==> src/rtl/cordic_phase_arbiter.sv <==
// Round-robin front end that time-shares a single CORDIC phase engine between
// NUM_CH demodulator channels, with a watchdog that aborts a hung engine.
module cordic_phase_arbiter #(
    parameter int NUM_CH        = 4,
    parameter int BIT_WIDTH_IN  = 24,
    parameter int BIT_WIDTH_OUT = 27,
    parameter int TIMEOUT       = 64,
    localparam int CH_W         = (NUM_CH > 1) ? $clog2(NUM_CH) : 1
) (
    input  logic                                    clk_i,
    input  logic                                    reset_ni,
    input  logic [NUM_CH-1:0]                       req_valid_i,
    output logic [NUM_CH-1:0]                       req_ready_o,
    input  logic [NUM_CH-1:0][BIT_WIDTH_IN-1:0]     sin_i,
    input  logic [NUM_CH-1:0][BIT_WIDTH_IN-1:0]     cos_i,
    output logic                                    cordic_start_o,
    output logic                                    cordic_reset_o,
    output logic [BIT_WIDTH_IN-1:0]                 cordic_sin_o,
    output logic [BIT_WIDTH_IN-1:0]                 cordic_cos_o,
    input  logic [BIT_WIDTH_OUT-1:0]                cordic_phi_i,
    input  logic                                    cordic_done_i,
    output logic                                    res_valid_o,
    input  logic                                    res_ready_i,
    output logic [BIT_WIDTH_OUT-1:0]                res_phi_o,
    output logic [CH_W-1:0]                         res_ch_o,
    output logic                                    timeout_o
);

    localparam int CNT_W = $clog2(TIMEOUT + 1);

    typedef enum logic [2:0] {
        ST_IDLE   = 3'd0,
        ST_START  = 3'd1,
        ST_WAIT   = 3'd2,
        ST_OUTPUT = 3'd3,
        ST_ABORT  = 3'd4
    } state_t;

    state_t                   state_r;
    state_t                   state_next_s;
    logic [CH_W-1:0]          rr_ptr_r;
    logic [CH_W-1:0]          grant_ch_r;
    logic [CNT_W-1:0]         wdog_cnt_r;
    logic [BIT_WIDTH_IN-1:0]  op_sin_r;
    logic [BIT_WIDTH_IN-1:0]  op_cos_r;
    logic [BIT_WIDTH_OUT-1:0] res_phi_r;
    logic [CH_W-1:0]          res_ch_r;
    logic                     start_r;
    logic                     abort_r;
    logic                     res_valid_r;
    logic                     timeout_r;

    logic [2*NUM_CH-1:0]      req_dbl_s;
    logic [NUM_CH-1:0]        req_rot_s;
    logic [CH_W-1:0]          pick_off_s;
    logic [CH_W:0]            pick_sum_s;
    logic [CH_W-1:0]          pick_ch_s;
    logic                     pick_vld_s;
    logic [NUM_CH-1:0]        req_ready_s;

    function automatic logic [CH_W-1:0] next_ch(input logic [CH_W-1:0] ch);
        logic [CH_W-1:0] nxt;
        if (ch == CH_W'(NUM_CH - 1)) begin
            nxt = '0;
        end else begin
            nxt = ch + CH_W'(1);
        end
        return nxt;
    endfunction

    // Rotate requests so the pointer sits at bit 0, then take the lowest set bit.
    always_comb begin
        req_dbl_s  = {req_valid_i, req_valid_i} >> rr_ptr_r;
        req_rot_s  = req_dbl_s[NUM_CH-1:0];
        pick_off_s = '0;
        pick_vld_s = |req_rot_s;
        for (int k = NUM_CH - 1; k >= 0; k--) begin
            if (req_rot_s[k]) begin
                pick_off_s = CH_W'(k);
            end else begin
                pick_off_s = pick_off_s;
            end
        end
        pick_sum_s = {1'b0, rr_ptr_r} + {1'b0, pick_off_s};
        if (pick_sum_s >= (CH_W+1)'(NUM_CH)) begin
            pick_ch_s = CH_W'(pick_sum_s - (CH_W+1)'(NUM_CH));
        end else begin
            pick_ch_s = CH_W'(pick_sum_s);
        end
    end

    // Next-state logic and the combinational grant.
    always_comb begin
        state_next_s = state_r;
        req_ready_s  = '0;
        case (state_r)
            ST_IDLE: begin
                if (pick_vld_s) begin
                    state_next_s = ST_START;
                    req_ready_s  = NUM_CH'(1'b1) << pick_ch_s;
                end else begin
                    state_next_s = ST_IDLE;
                end
            end
            ST_START: begin
                state_next_s = ST_WAIT;
            end
            ST_WAIT: begin
                // A done arriving on the last watchdog cycle still counts.
                if (cordic_done_i) begin
                    state_next_s = ST_OUTPUT;
                end else if (wdog_cnt_r == CNT_W'(TIMEOUT - 1)) begin
                    state_next_s = ST_ABORT;
                end else begin
                    state_next_s = ST_WAIT;
                end
            end
            ST_OUTPUT: begin
                if (res_ready_i) begin
                    state_next_s = ST_IDLE;
                end else begin
                    state_next_s = ST_OUTPUT;
                end
            end
            ST_ABORT: begin
                state_next_s = ST_IDLE;
            end
            default: begin
                state_next_s = ST_IDLE;
            end
        endcase
    end

    // State register plus the registered control strobes decoded from the next state.
    always_ff @(posedge clk_i or negedge reset_ni) begin
        if (!reset_ni) begin
            state_r     <= ST_IDLE;
            start_r     <= 1'b0;
            abort_r     <= 1'b0;
            res_valid_r <= 1'b0;
        end else begin
            state_r     <= state_next_s;
            start_r     <= (state_next_s == ST_START);
            abort_r     <= (state_next_s == ST_ABORT);
            res_valid_r <= (state_next_s == ST_OUTPUT);
        end
    end

    // Operand capture, watchdog, result capture and round-robin pointer.
    always_ff @(posedge clk_i or negedge reset_ni) begin
        if (!reset_ni) begin
            rr_ptr_r   <= '0;
            grant_ch_r <= '0;
            wdog_cnt_r <= '0;
            op_sin_r   <= '0;
            op_cos_r   <= '0;
            res_phi_r  <= '0;
            res_ch_r   <= '0;
            timeout_r  <= 1'b0;
        end else begin
            case (state_r)
                ST_IDLE: begin
                    if (pick_vld_s) begin
                        grant_ch_r <= pick_ch_s;
                        op_sin_r   <= sin_i[pick_ch_s];
                        op_cos_r   <= cos_i[pick_ch_s];
                    end else begin
                        grant_ch_r <= grant_ch_r;
                    end
                end
                ST_START: begin
                    wdog_cnt_r <= '0;
                end
                ST_WAIT: begin
                    if (cordic_done_i) begin
                        res_phi_r <= cordic_phi_i;
                        res_ch_r  <= grant_ch_r;
                    end else begin
                        wdog_cnt_r <= wdog_cnt_r + CNT_W'(1);
                    end
                end
                ST_OUTPUT: begin
                    if (res_ready_i) begin
                        rr_ptr_r <= next_ch(grant_ch_r);
                    end else begin
                        rr_ptr_r <= rr_ptr_r;
                    end
                end
                ST_ABORT: begin
                    // The aborted sample is dropped; its channel loses this turn.
                    rr_ptr_r  <= next_ch(grant_ch_r);
                    timeout_r <= 1'b1;
                end
                default: begin
                    rr_ptr_r <= rr_ptr_r;
                end
            endcase
        end
    end

    assign req_ready_o    = reset_ni ? req_ready_s : '0;
    assign cordic_start_o = start_r;
    assign cordic_reset_o = abort_r;
    assign cordic_sin_o   = op_sin_r;
    assign cordic_cos_o   = op_cos_r;
    assign res_valid_o    = res_valid_r;
    assign res_phi_o      = res_phi_r;
    assign res_ch_o       = res_ch_r;
    assign timeout_o      = timeout_r;

endmodule
==> config.mk <==
export PLATFORM = sky130hd
export DESIGN_NAME = cordic_phase_arbiter
export DESIGN_NICKNAME = d
export VERILOG_FILES = /design/src/rtl/cordic_phase_arbiter.sv
export SDC_FILE = /design/constraint.sdc
export NUM_CORES = 1
export LEC_CHECK = 0
export CAP_MARGIN = 20
export CORE_ASPECT_RATIO = 1.1
export CORE_MARGIN = 10
export CORE_UTILIZATION = 25
export DETAILED_ROUTE_END_ITERATION = 7
export SLEW_MARGIN = 20
export SYNTH_ARGS = -nofsm -noshare
export SYNTH_HDL_FRONTEND = slang
export SYNTH_SLANG_ARGS = --single-unit
==> constraint.sdc <==
create_clock -name clk_i -period 4.1 [get_ports clk_i]
set_input_delay 0.82 -clock clk_i [delete_from_list [all_inputs] [get_ports clk_i]]
set_output_delay 0.82 -clock clk_i [all_outputs]
set_load 0.05 [all_outputs]
==> results.tsv <==
metric	value	unit
Clock transition at path regs	80	ps
skew final	10.8	ps
peak supply drop	0.579	mV
Port Buffers	311	
I/O pins	312	
RSZ-0062 raised after global routing	no	
DRT Pass-1 Iters	4	
syn_area_per_cell	9.82	sq um
first-pass GRT wire length	35.3	mm
ys async rst share	100	%
Net Switching	4.38	mW
critical path cell sequence	clkdlybuf4s50_1 > a221o_1 > nand2_1 > o221ai_2 > ha_4 > xor2_1 > buf_4 > a21oi_4 > nor2_2 > nor3_2 > buf_12	
residual DRC count	0	
Inst Count DP	1136	
vias in the first global route	5867	
Cell Area, Synth	0.00557	sq mm
# hold bufs at CTS	0	
initial antenna violation count	1	
nets@finish	1082	
Yosys reg bits	95	
HP Class	in2async	
Final Hold Fails	0	
max-slew violations	0	
area delta synth->final	67.7	%
prevailing post-synth register cell	dfrtp_1	
Final Cycle Share	95.9	%
Gate Count Post-Synth	567	
Seq. cell area	0.00238	sq mm
Yosys warning total	0	
Detail Placement HPWL	17.4	mm
TritonCTS buffer count	9	
routed via count	5594	
die height	177	microns
startpoint types	input port	
met3 routed WL	2.28	mm
WL per Instance	20.0	microns
setup ws final	168	ps
outcome	completed	
crit path DAT	3110	ps
clk root buf	clkbuf_16	
Fillers	2156	
# clock sinks	95	
pre-CTS WS	1.77	ps
met1 WL	9.09	mm
endpoints failing setup	0	
Post-synth EDFFs	0	
Vias/cell	4.86	
P_leak	3.59	nW
Seq/Total Area, Yosys	42.7	%
CTS tree	yes	
Finished Layout Cells	1152	
# rows	57	
Flop pwr share	19.8	%
Inserted Diodes	0	
Pwr per Cell Area	892	mW/mm^2
setup TNS	0	ps
Final Core Density	42.4	%
headroom to the max-slew limit	32.5	%
routability cong.	0.776	
footprint of the multi-input gates	0.00297	sq mm
FMAX	254	MHz
uppermost layer routed	met5	
Skew-Pair Late Insertion Delay	350	ps
met2 wire len	11.2	mm
worst-margin pin slew	1010	ps
GRT Total Usage	15.6	%
DRT iter0 DRCs	230	
CP max FO	7	
post-layout minimum cycle time	3930	ps
post-CTS setup buffers	0	
Worst Path Required	3280	ps
Remaining Overflow, GRT	0	
H-Tree Depth	3	
largest net degree at the start of global routing	100	
Critical Path Sink Type	output pin	
number of max-cap violations	0	
Clk pwr share	10.2	%
Post-DRT Antenna Nets	0	
Initial Util	25.3	%
Netlist cell types	40	
crit path max-delay cell type	clkdlybuf4s50_1	
layout cells sized above 1	10.5	%
Worst path max stage delay	550	ps
Detailed Route WL	23.0	mm
die width	162	microns
Syn Nets	797	
WS Path Type	in2out	
Logic pwr share	70.0	%
hold slack	374	ps
die area	0.0287	sq mm
deepest clock path buffer count	2	
switch share	52.7	%
Int Power	3.94	mW
CORE AREA	0.0220	sq mm
==> layer usage <==
metal | track usage [%] | vias to the layer above
met4 | 4.40 | 2
met1 | 17.6 | 2635
met3 | 6.57 | 24
met5 | 0 | -
met2 | 26.2 | 217
li1 | - | 2716
==> critical path, delay by kind of cell <==
family                     cells  cell delay [ps]
and+or+nand+nor                3              410
AOI/OAI and AO/OA              3              630
buffers and inverters          3              880
xor gates and xnor gates       1              140
adders and majority gates      1              210
==> path summary, 6_finish.rpt <==
| path | startpoint | to | slack (ps) | cells after the start |
|---|---|---|---|---|
| worst max-delay path | req_valid_i[2] | req_ready_o[2] | 170 | 11 |
| worst min-delay path | reset_ni | cordic_sin_o[20] | 370 | 1 |
| worst max register to register | rr_ptr_r[0] | cordic_sin_o[16] | 840 | 12 |
| worst min register to register | timeout_o | timeout_o | 480 | 1 |
| max in group asynchronous | reset_ni | cordic_cos_o[20] | 2300 | 3 |
| min in group clk_i | timeout_o | timeout_o | 480 | 1 |
==> stage by stage <==
stage          power (mW)  cell area (sq um)
3_3_place_gp         7.54               9030
5_1_grt              8.97               9340
4_1_cts              8.47               9330
2_1_floorplan        5.55               5580
3_5_place_dp         7.58               9030
6_report             8.33               9340
==> synth_stat cells (all sizes together) (3+ instances only) <==
| library cell | count | share of area, % |
|---|---|---|
| a21oi | 3 | 0.34 |
| buf | 21 | 2.5 |
| o31ai | 48 | 6.5 |
| nand2 | 65 | 4.4 |
| mux2 | 32 | 6.5 |
| nor2b | 98 | 11 |
| xor2 | 4 | 0.63 |
| o21a | 5 | 0.67 |
| nand3 | 5 | 0.45 |
| nor3 | 8 | 0.92 |
| a221oi | 48 | 7.5 |
| o21ai | 8 | 0.79 |
| a2111oi | 48 | 7.5 |
| nor3b | 3 | 0.40 |
| or3 | 3 | 0.34 |
| nor2 | 13 | 0.88 |
| dfrtp | 95 | 43 |
| clkbuf | 38 | 2.6 |
| ha | 3 | 0.67 |
==> layout make-up <==
class / instances / share of cell area, %
Clock buffer: 9 / 2.41
Sequential cell: 95 / 25.5
Clock inverter: 7 / 0.670
Multi-Input combinational cell: 411 / 31.8
Timing Repair Buffer: 333 / 35.6
Tap cell: 295 / 3.95
Inverter: 2 / 0.0804
==> kinds of logic (layout without fill, tap and decap cells) <==
logic type               Yosys count  after routing  share of synthesized area (%)
multiplexers                      32             32                           6.54
adder cells (fa/ha/maj)            3              3                          0.674
AO/OA/AOI/OAI                    168            168                           24.8
XOR/XNOR                           5              5                          0.786
flip-flops                        95             95                           42.7
buffers and inverters             61            351                           5.23
AND/OR/NAND/NOR                  203            203                           19.3
==> flip-flops by register name, summed over array words and instances, names as in the netlist <==
register,count
cordic_cos_o,24
cordic_reset_o,1
cordic_sin_o,24
cordic_start_o,1
grant_ch_r,2
res_ch_o,2
res_phi_o,27
res_valid_o,1
rr_ptr_r,2
state_r,3
timeout_o,1
wdog_cnt_r,7
==> power groups by stage <==
stage	Clock (mW)	Sequential, mW	Combinational (mW)
3_3_place_gp	0	1.64	5.89
2_1_floorplan	0	2.95	2.60
4_1_cts	0.887	1.65	5.93
5_1_grt	0.921	1.71	6.34
3_5_place_dp	0	1.67	5.91
6_report	0.847	1.65	5.83
==> repair_timing <==
| item | in CTS | in global routing |
|---|---|---|
| gates resized for setup | 1 | 3 |
| pin swaps | 0 | 0 |
| setup endpoints to repair | 1 | 4 |
==> layout by cell type (no fill, tap or decap), types with 2 or more instances in the layout <==
| cell | Yosys | routed |
|---|---|---|
| mux2_2 | 31 | 31 |
| nor3_2 | 0 | 3 |
| inv_8 | 0 | 2 |
| dfrtp_1 | 95 | 95 |
| o31ai_1 | 48 | 48 |
| clkbuf_16 | 0 | 9 |
| inv_6 | 0 | 2 |
| o21ai_0 | 7 | 7 |
| buf_4 | 2 | 22 |
| nor3_1 | 7 | 4 |
| nor2b_1 | 98 | 98 |
| o21a_1 | 5 | 5 |
| nand2_1 | 65 | 65 |
| nor2_2 | 0 | 2 |
| xor2_1 | 4 | 4 |
| nor2_1 | 13 | 11 |
| ha_1 | 3 | 2 |
| nand2b_1 | 2 | 2 |
| clkinv_4 | 0 | 2 |
| nand4_1 | 2 | 2 |
| clkdlybuf4s50_1 | 0 | 306 |
| buf_12 | 0 | 5 |
| nor3b_1 | 3 | 3 |
| nand3_1 | 5 | 4 |
| a21oi_1 | 2 | 2 |
| inv_1 | 2 | 2 |
| a221oi_1 | 48 | 48 |
| or3_1 | 3 | 3 |
| a2111oi_0 | 48 | 48 |
(Power assumes the default switching activity.)
